[src/rtl/rs_pkg.sv]
// Shared definitions for the reconciliation sublayer transmit path:
// FSM state encoding, nibble width, default inter-frame gap and nibble padding helper.
package rs_pkg;

  localparam int NIBBLE_W        = 4;
  localparam int IFG_NIBBLES_DEF = 24;

  typedef enum logic [1:0] {
    IDLE  = 2'd0,
    XMIT  = 2'd1,
    DRAIN = 2'd2,
    IFG   = 2'd3
  } rs_state_e;

  // Keep the low 'cnt' bits of a nibble and force the rest to zero.
  function automatic logic [NIBBLE_W-1:0] pad_nibble(input logic [NIBBLE_W-1:0] nib,
                                                     input logic [1:0]          cnt);
    logic [NIBBLE_W-1:0] mask;
    mask = (4'd1 << cnt) - 4'd1;
    return nib & mask;
  endfunction

endpackage

[src/rtl/rs_tx_nibble_asm.sv]
// Serial-to-nibble assembly for the MII transmit path: packs bits LSB-first,
// stages full nibbles in a hold register and turns an odd-length tail into an error nibble.
module rs_tx_nibble_asm
  import rs_pkg::*;
(
  input  logic                clk,
  input  logic                reset,
  input  logic                bit_acc,
  input  logic                bit_val,
  input  logic                complete_acc,
  input  logic                consume,
  output logic [NIBBLE_W-1:0] hold,
  output logic                hold_valid,
  output logic                hold_err,
  output logic                pending,
  output logic [1:0]          bit_cnt
);

  logic [NIBBLE_W-1:0] asm_r, asm_s, asm_n, hold_r, hold_n;
  logic [1:0]          bit_cnt_r, bit_cnt_n;
  logic                hold_valid_r, hold_valid_n, hold_err_r, hold_err_n;
  logic                pending_r, pending_n;
  logic [2:0]          new_cnt_s;
  logic                hold_free_s;

  // Next-state for assembly, hold and pending; a refill of hold beats its consumption.
  always_comb begin
    asm_s = asm_r;
    if (bit_acc) begin
      asm_s[bit_cnt_r] = bit_val;
    end else begin
      asm_s = asm_r;
    end
    new_cnt_s   = {1'b0, bit_cnt_r} + {2'b00, bit_acc};
    hold_free_s = !hold_valid_r || consume;

    asm_n        = asm_s;
    bit_cnt_n    = new_cnt_s[1:0];
    hold_n       = hold_r;
    hold_valid_n = hold_valid_r && !consume;
    hold_err_n   = hold_err_r;
    pending_n    = pending_r;

    if (new_cnt_s == 3'd4) begin
      hold_n       = asm_s;
      hold_valid_n = 1'b1;
      hold_err_n   = 1'b0;
      asm_n        = 4'd0;
      bit_cnt_n    = 2'd0;
    end else if (complete_acc && (new_cnt_s != 3'd0)) begin
      bit_cnt_n = 2'd0;
      if (hold_free_s) begin
        hold_n       = pad_nibble(asm_s, new_cnt_s[1:0]);
        hold_valid_n = 1'b1;
        hold_err_n   = 1'b1;
        asm_n        = 4'd0;
      end else begin
        // Residual parks in asm until the hold register drains.
        asm_n     = pad_nibble(asm_s, new_cnt_s[1:0]);
        pending_n = 1'b1;
      end
    end else if (pending_r && hold_free_s) begin
      hold_n       = asm_r;
      hold_valid_n = 1'b1;
      hold_err_n   = 1'b1;
      asm_n        = 4'd0;
      pending_n    = 1'b0;
    end else begin
      pending_n = pending_r;
    end
  end

  // Assembly and hold registers.
  always_ff @(posedge clk or posedge reset) begin
    if (reset) begin
      asm_r        <= 4'd0;
      bit_cnt_r    <= 2'd0;
      hold_r       <= 4'd0;
      hold_valid_r <= 1'b0;
      hold_err_r   <= 1'b0;
      pending_r    <= 1'b0;
    end else begin
      asm_r        <= asm_n;
      bit_cnt_r    <= bit_cnt_n;
      hold_r       <= hold_n;
      hold_valid_r <= hold_valid_n;
      hold_err_r   <= hold_err_n;
      pending_r    <= pending_n;
    end
  end

  assign hold       = hold_r;
  assign hold_valid = hold_valid_r;
  assign hold_err   = hold_err_r;
  assign pending    = pending_r;
  assign bit_cnt    = bit_cnt_r;

endmodule

[src/rtl/rs_tx_mii.sv]
// Reconciliation sublayer transmit: PLS_DATA.request bits to MII txd/tx_en/tx_er
// with inter-frame gap enforcement and a saturating underrun counter.
module rs_tx_mii
  import rs_pkg::*;
#(
  parameter int IFG_NIBBLES = IFG_NIBBLES_DEF,
  parameter int CNT_W       = 8
) (
  input  logic                clk,
  input  logic                reset,
  input  logic                nibble_stb,
  input  logic                pls_data_req,
  input  logic                pls_data_bit,
  input  logic                pls_data_complete,
  output logic                pls_data_ready,
  output logic [NIBBLE_W-1:0] txd,
  output logic                tx_en,
  output logic                tx_er,
  output logic [CNT_W-1:0]    underrun_cnt
);

  localparam int              IFG_W    = (IFG_NIBBLES > 2) ? $clog2(IFG_NIBBLES) : 1;
  localparam logic [IFG_W-1:0] IFG_LOAD = IFG_W'(IFG_NIBBLES - 1);

  rs_state_e           state_r, state_n;
  logic [IFG_W-1:0]    ifg_cnt_r, ifg_cnt_n;
  logic [NIBBLE_W-1:0] txd_r, txd_n;
  logic                tx_en_r, tx_en_n, tx_er_r, tx_er_n;
  logic [CNT_W-1:0]    cnt_r, cnt_n, cnt_inc_s;

  logic [NIBBLE_W-1:0] hold_s;
  logic                hold_valid_s, hold_err_s, pending_s;
  logic [1:0]          bit_cnt_s;
  logic                ready_s, bit_acc_s, complete_acc_s, consume_s;

  assign ready_s        = !((hold_valid_s && (bit_cnt_s == 2'd3)) || (state_r == DRAIN) || (state_r == IFG));
  assign bit_acc_s      = pls_data_req && ready_s;
  // A complete with no bits behind it (IDLE, no coinciding bit) is dropped.
  assign complete_acc_s = pls_data_complete && ready_s && ((state_r == XMIT) || bit_acc_s);
  assign consume_s      = nibble_stb && hold_valid_s && ((state_r == XMIT) || (state_r == DRAIN));
  assign cnt_inc_s      = (&cnt_r) ? cnt_r : cnt_r + CNT_W'(1);

  rs_tx_nibble_asm u_asm (
    .clk          (clk),
    .reset        (reset),
    .bit_acc      (bit_acc_s),
    .bit_val      (pls_data_bit),
    .complete_acc (complete_acc_s),
    .consume      (consume_s),
    .hold         (hold_s),
    .hold_valid   (hold_valid_s),
    .hold_err     (hold_err_s),
    .pending      (pending_s),
    .bit_cnt      (bit_cnt_s)
  );

  // Transmit FSM: next state, next output nibble, IFG and underrun counters.
  always_comb begin
    state_n   = state_r;
    ifg_cnt_n = ifg_cnt_r;
    txd_n     = txd_r;
    tx_en_n   = tx_en_r;
    tx_er_n   = tx_er_r;
    cnt_n     = cnt_r;
    case (state_r)
      IDLE: begin
        if (nibble_stb) begin
          txd_n   = 4'd0;
          tx_en_n = 1'b0;
          tx_er_n = 1'b0;
        end else begin
          txd_n = txd_r;
        end
        if (complete_acc_s) begin
          state_n = DRAIN;
        end else if (bit_acc_s) begin
          state_n = XMIT;
        end else begin
          state_n = IDLE;
        end
      end
      XMIT: begin
        if (nibble_stb && hold_valid_s) begin
          txd_n   = hold_s;
          tx_en_n = 1'b1;
          tx_er_n = hold_err_s;
        end else if (nibble_stb && tx_en_r) begin
          txd_n   = 4'd0;
          tx_en_n = 1'b1;
          tx_er_n = 1'b1;
          cnt_n   = cnt_inc_s;
        end else begin
          txd_n = txd_r;
        end
        if (complete_acc_s) begin
          state_n = DRAIN;
        end else begin
          state_n = XMIT;
        end
      end
      DRAIN: begin
        if (nibble_stb && hold_valid_s) begin
          txd_n   = hold_s;
          tx_en_n = 1'b1;
          tx_er_n = hold_err_s;
        end else if (nibble_stb && pending_s) begin
          txd_n   = 4'd0;
          tx_en_n = 1'b1;
          tx_er_n = 1'b1;
        end else if (nibble_stb) begin
          txd_n     = 4'd0;
          tx_en_n   = 1'b0;
          tx_er_n   = 1'b0;
          ifg_cnt_n = IFG_LOAD;
          state_n   = IFG;
        end else begin
          state_n = DRAIN;
        end
      end
      IFG: begin
        if (nibble_stb) begin
          txd_n   = 4'd0;
          tx_en_n = 1'b0;
          tx_er_n = 1'b0;
          if (ifg_cnt_r == '0) begin
            state_n = IDLE;
          end else begin
            ifg_cnt_n = ifg_cnt_r - IFG_W'(1);
          end
        end else begin
          state_n = IFG;
        end
      end
      default: begin
        state_n = IDLE;
      end
    endcase
  end

  // State, output and counter registers.
  always_ff @(posedge clk or posedge reset) begin
    if (reset) begin
      state_r   <= IDLE;
      ifg_cnt_r <= '0;
      txd_r     <= 4'd0;
      tx_en_r   <= 1'b0;
      tx_er_r   <= 1'b0;
      cnt_r     <= '0;
    end else begin
      state_r   <= state_n;
      ifg_cnt_r <= ifg_cnt_n;
      txd_r     <= txd_n;
      tx_en_r   <= tx_en_n;
      tx_er_r   <= tx_er_n;
      cnt_r     <= cnt_n;
    end
  end

  assign pls_data_ready = ready_s;
  assign txd            = txd_r;
  assign tx_en          = tx_en_r;
  assign tx_er          = tx_er_r;
  assign underrun_cnt   = cnt_r;

endmodule

[config.mk]
export PLATFORM = sky130hd
export DESIGN_NAME = rs_tx_mii
export DESIGN_NICKNAME = d
export VERILOG_FILES = /design/src/rtl/rs_pkg.sv /design/src/rtl/rs_tx_nibble_asm.sv /design/src/rtl/rs_tx_mii.sv
export SDC_FILE = /design/constraint.sdc
export NUM_CORES = 1
export LEC_CHECK = 0
export BUFFER_PORTS_ARGS = -buffer_cell sky130_fd_sc_hd__buf_2
export CAP_MARGIN = 20
export CORE_MARGIN = 5
export CORE_UTILIZATION = 41
export DETAILED_ROUTE_END_ITERATION = 7
export GPL_ROUTABILITY_DRIVEN = 0
export GPL_TIMING_DRIVEN = 0
export MAX_ROUTING_LAYER = met4
export PLACE_DENSITY = 0.69
export REMOVE_ABC_BUFFERS = 1
export SKIP_CTS_REPAIR_TIMING = 1
export SLEW_MARGIN = 5
export SYNTH_ARGS = -nofsm -noshare
export SYNTH_HDL_FRONTEND = slang
export SYNTH_SLANG_ARGS = --single-unit
[constraint.sdc]
create_clock -name clk -period 3.3 [get_ports clk]
set_input_delay 0.66 -clock clk [delete_from_list [all_inputs] [get_ports clk]]
set_output_delay 0.66 -clock clk [all_outputs]
set_load 0.01 [all_outputs]
After elaboration in Yosys (flattened, before gate mapping) --
Cells that the tools add are included.
Word-level totals: output and inout port bits 15, register bits after elaboration 34, bits in read-only memories 0, memory bits (writable) 0, latch bits 0, memories 0
Cells by class: shift-type cells 1, multiplexer cells 57, $lt $le $gt $ge 2, bitwise gates (word level) 4, multiply operators 0, add/sub/neg operators 4, reductions and logical operators 33, eq/ne operators 14, div/mod/pow operators 0
Operator list (number):
- $mux 4 | 14
- $mux 5 | 5
- $mux 1 | 23
- $mux 2 | 8
- $logic_and 1x1->1 | 12
- $ne 2x2->1 const B | 6
- $pmux 4 s3 | 1
- $pmux 5 s2 | 1
- $add 8x1->8 const B | 1
- $pmux 2 s4 | 1
- $reduce_and 8->1 | 1
- $eq 2x2->1 const B | 3
- $ne 3x2->1 const B | 2
- $pmux 1 s3 | 2
- $reduce_and 3->1 | 2
- $reduce_and 6->1 | 1
- $reduce_bool 3->1 | 2
- $logic_not 5->1 | 1
- $logic_or 1x1->1 | 5
- $sub 5x1->5 const B | 1
- $and 4x4->4 | 1
- $bwmux 4 | 1
- $reduce_and 4->1 | 1
- $reduce_bool 2->1 | 2
- other kinds (14) | 18

Depth between registers and ports, before layout --
depth after elaboration 13, gate-level depth with buffers 13, gate-level depth less buffers 11

Hierarchy --
A second synthesis with hierarchy kept.
Unflattened totals: cells, all modules 200, area, all modules 2014.4 um2
Modules (own cells, without submodules):
- rs_tx_mii | cells an instance 120, times used 1, area each 1228.7 um2
- rs_tx_nibble_asm | cells an instance 80, times used 1, area each 785.8 um2

Worst setup path after synthesis --
Ideal clock, no wire load.
kind flip-flop to flip-flop, from reg state_r[0], to reg u_asm.hold_r[0], in the netlist u_asm.hold[0], period minus slack after synthesis 2948 ps, library setup time 140 ps, stages on the path, launching flop included 14, arrival 2807 ps, path buffers 2, path slack 352 ps, path through dfrtp_1 -> inv_1 -> ha_1 -> or3b_2 -> clkbuf_1 -> nor2_1 -> ha_1 -> ha_1 -> nor2_1 -> and2_1 -> buf_1 -> nor2_1 -> mux2i_1 -> a21oi_1
Between the ends: longest elaborated chain between the ends 12
Ends and longest elaborated chain:
- start: declaration | line rs_tx_mii.sv:25 | rs_state_e state_r, state_n;
- start signal: assignment | line rs_tx_mii.sv:150 | state_r <= state_n;
- $eq 2x2->1 | line rs_tx_mii.sv:36, rs_tx_mii.sv:40
- $logic_or 1x1->1 (2 in series) | line rs_tx_mii.sv:36 | assign ready_s = !((hold_valid_s && (bit_cnt_s == 2'd3)) || (state_r == DRAIN) || (state_r == IFG));
- $logic_not 1->1 | line rs_tx_mii.sv:36
- $logic_and 1x1->1 | line rs_tx_mii.sv:37 | assign bit_acc_s = pls_data_req && ready_s;
- $add 2x1->3 | line rs_tx_nibble_asm.sv:34 | new_cnt_s = {1'b0, bit_cnt_r} + {2'b00, bit_acc};
- $shl 1x2->4 | line rs_pkg.sv:19 | mask = (4'd1 << cnt) - 4'd1;
- $sub 4x1->4 | line rs_pkg.sv:19
- $and 4x4->4 | line rs_pkg.sv:20 | return nib & mask;
- $mux 4 | line rs_tx_nibble_asm.sv:52 | if (hold_free_s) begin
- $mux 4 | line rs_tx_nibble_asm.sv:50 | end else if (complete_acc && (new_cnt_s != 3'd0)) begin
- $mux 4 | line rs_tx_nibble_asm.sv:44 | if (new_cnt_s == 3'd4) begin
- end signal: assignment | line rs_tx_nibble_asm.sv:85 | hold_r <= hold_n;
- end: declaration | line rs_tx_nibble_asm.sv:19 | logic [NIBBLE_W-1:0] asm_r, asm_s, asm_n, hold_r, hold_n;
Several ways; a longest one is shown, not always the timed one. The select of a mux whose other input is x is not followed. A chain may end at the register's enable or synchronous reset.

Worst setup path in the final report --
Ends and elaborated chain as after synthesis.

==> metrics.md <==
| Metric | Value |
|---|---|
| IO Pins | 21 |
| CTS Buffer Depth | 2 |
| H-tree depth | 2 |
| Yosys Warn Count | 0 |
| HP Class | primary input to async pin |
| Clk slew on worst S/H paths | 60 ps |
| Overflow after GRT | 0 |
| Post-DRT Antenna Nets | 0 |
| Register bit total from synthesis | 34 |
| Int Pwr | 1.073 mW |
| Mean post-synth cell area | 9.685 um2 |
| TritonCTS clock tree | built |
| Sw Pwr | 0.7229 mW |
| DR vias | 1475 |
| Dpl ws | 27.71 ps |
| Crit start category | flop |
| Die W | ~78 um |
| Reg2Reg Launch Point | state_r[0] |
| Synth Flop Type | dfrtp_1 |
| CP Capture Point | u_asm.hold[0] |
| I/O Buffers | 20 |
| WL per Instance | approximately 14 um |
| WP data required | between 3000 and 4000 ps |
| Mapped Cells | 193 |
| Crit path DAT | ~3200 ps |
| Clock power share | 16.7% |
| Pwr per Cell Area | 840.7 mW/mm2 |
| Yosys cell types | 50 |
| Worst Setup End Kind | flop |
| Logic pwr share | a little under half |
| Post-synth ARST share | between 90% and 100% |
| Max-cap viol count | 0 |
| Cell Rows | 24 |
| Final Cycle Share | 91.60% |
| Die height | 77.52 um |
| Switching portion of total power | 40.26% |
| Die area | roughly 0.0060 mm2 |
| Post-synthesis sequential area ratio | 45.52% |
| Final WS setup | 277.1 ps |
| PnR Total Power | 1.796 mW |
| Synth Cell Area | 0.001869 mm2 |
| RR Endpoint | u_asm.hold[0] |
| Initial Util | 42.64% |
| Worst Path Class, Setup | flop to flop |
| Area of the multi-input gates | 972.2 um2 |
| Vias per cell | between 5 and 6 |
| Final TNS setup | 0 ps |
| RSZ-0062 raised after global routing | false |
| Min cycle time layout | 3023 ps |
| Slew margin rel. | 52.38% |
| Final layout net count | 231 |
| Sequential share of power | a little under two fifths |
| Worst Reg-to-Reg Cells | 10 |
| P&R area growth vs syn | 14.26% |
| Placed cells | 261 |
| Diode count | 0 |
| Worst-Margin Slew | a little over 700 ps |
| Area contributors post-synth | dfrtp_1, ha_1, nand2_1, nor2_1, a21oi_1 |
| Core Footprint | about 0.0044 mm2 |
| Worst-path fanout max | 13 |
| Worst-Skew Late Latency | 280 ps |
| Clk_skew | 3.294 ps |
| Fin. max-slew vios | 0 |
| Routed wire length | 3676 um |
| First-pass GRT wire length | between 6000 and 7000 um |
| Clock sinks | 34 |
| Initial antenna violation count | 0 |
| DRT iter0 DRCs | 52 |
| Hpwl dp | between 2000 and 3000 um |
| Largest net degree at the start of global routing | 21 |
| EDFF count, synth | 0 |
| Setup crit start | state_r[0] |
| Remaining routing DRC violations | 0 |
| First drt pass iteration count | 4 |
| Layout cells sized above 1 | 20.93% |
| Cts bufs inserted | 5 |
| WHS | 470.8 ps |
| Register Area | 850.8 um2 |
| Hold Violations, Final | 0 |
| FF-to-FF setup slack | 280 ps |
| Post-route insts no fill | between 200 and 300 |
| Fill cells | 435 |
| GRT Util Overall | 13.57% |
| Post-synth top area cell | dfrtp_1 |
| Endpoints failing setup | 0 |
| P_leak | 1.015 nW |
| Fmax | between 300 and 400 MHz |
| Root Buffer | clkbuf_8 |
| Outcome | complete, no violations |
| Vias in the first global route | around 1500 |
| Worst ir drop on vdd | approximately 0.42 mV |
| Yosys top cell area share | 45.52% |
-- how the worst min path moves through the flow --
stage / to / slack (ps) / start
after floorplan: txd[2] / 470 / u_asm.hold[2]
after global placement: tx_er / 470 / tx_er
after detailed placement: tx_er / 480 / tx_er
after CTS: tx_er / 490 / tx_er
after global routing: txd[0] / 520 / u_asm.hold[0]
final: underrun_cnt[3] / 470 / reset
-- placed cells by master, fill, tap and decap left out, drive strengths merged, types with 4 or more instances in the layout --
| cell | n |
|---|---|
| xor2 | 5 |
| a22o | 4 |
| inv | 10 |
| buf | 21 |
| nor3 | 10 |
| dfrtp | 34 |
| nand2 | 21 |
| a21oi | 10 |
| nor2 | 17 |
| clkbuf | 6 |
| o21ai | 12 |
| nand3 | 9 |
| ha | 9 |
-- sequential cells by signal, indices dropped and copies added, names as in the netlist, 2 cells and up --
signal / flops
ifg_cnt_r: 5
state_r: 2
txd: 4
u_asm.asm_r: 4
u_asm.bit_cnt: 2
u_asm.hold: 4
underrun_cnt: 8
-- synthesized netlist by cell type, types with 4 or more instances --
cell type,n
a21oi_1,10
a22o_1,4
clkbuf_1,4
dfrtp_1,34
ha_1,9
inv_1,10
nand2_1,21
nand3_1,9
nor2_1,17
nor3_1,10
o21ai_0,10
xor2_1,5
-- worst max-delay path: stages (launching register included) --
cell and delay (ps):
dfrtp_1 410, ha_1 350, or3b_2 590, nor2_1 120
ha_1 150, ha_1 290, nor2_2 280, and2_2 300
nor2_1 120, mux2i_1 190, a21oi_1 90
-- logic make-up (layout without fill, tap and decap cells) --
logic type                 after synthesis  in the layout  synth area share (%)
and+or+nand+nor                         77             77                 21.02
AOI/OAI and AO/OA                       45             45                 17.74
DFF                                     34             34                 45.52
buffers and inverters                   15             37                 3.012
adders and majority gates                9              9                 6.024
xor gates and xnor gates                 7              7                 3.280
muxes                                    6              6                 3.414
-- per-stage QoR --
step | util, % | area, um2
after floorplan | - | 1851
after global placement | 45.98 | 2016
after detailed placement | 46.60 | 2043
after CTS | 48.49 | 2126
after global routing | 48.72 | 2136
final | 48.72 | 2136
-- power groups by stage --
| stage | Combinational, mW | Clock (mW) | Sequential [mW] |
|---|---|---|---|
| floorplan | 0.611 | 0 | 0.677 |
| global placement | 0.790 | 0 | 0.682 |
| detailed placement | 0.805 | 0 | 0.688 |
| CTS | 0.812 | 0.311 | 0.680 |
| global route | 0.916 | 0.330 | 0.705 |
| finish | 0.817 | 0.300 | 0.680 |
-- layer usage --
layer	share of wire [%]	vias up	GRT usage [%]
li1	-	733	-
met1	45	710	15.66
met2	49	25	21.97
met3	3.7	7	3.588
met4	2.0	0	6.357
met5	0	-	-
-- area by class of cell --
class	instances	share of cell area, %
timing repair buffer	21	5.975
clock buffer	6	3.866
inverter	10	1.757
sequential	34	39.84
tap	52	3.046
multi-input combinational	144	45.52
Power figures use the tool's default switching activity.
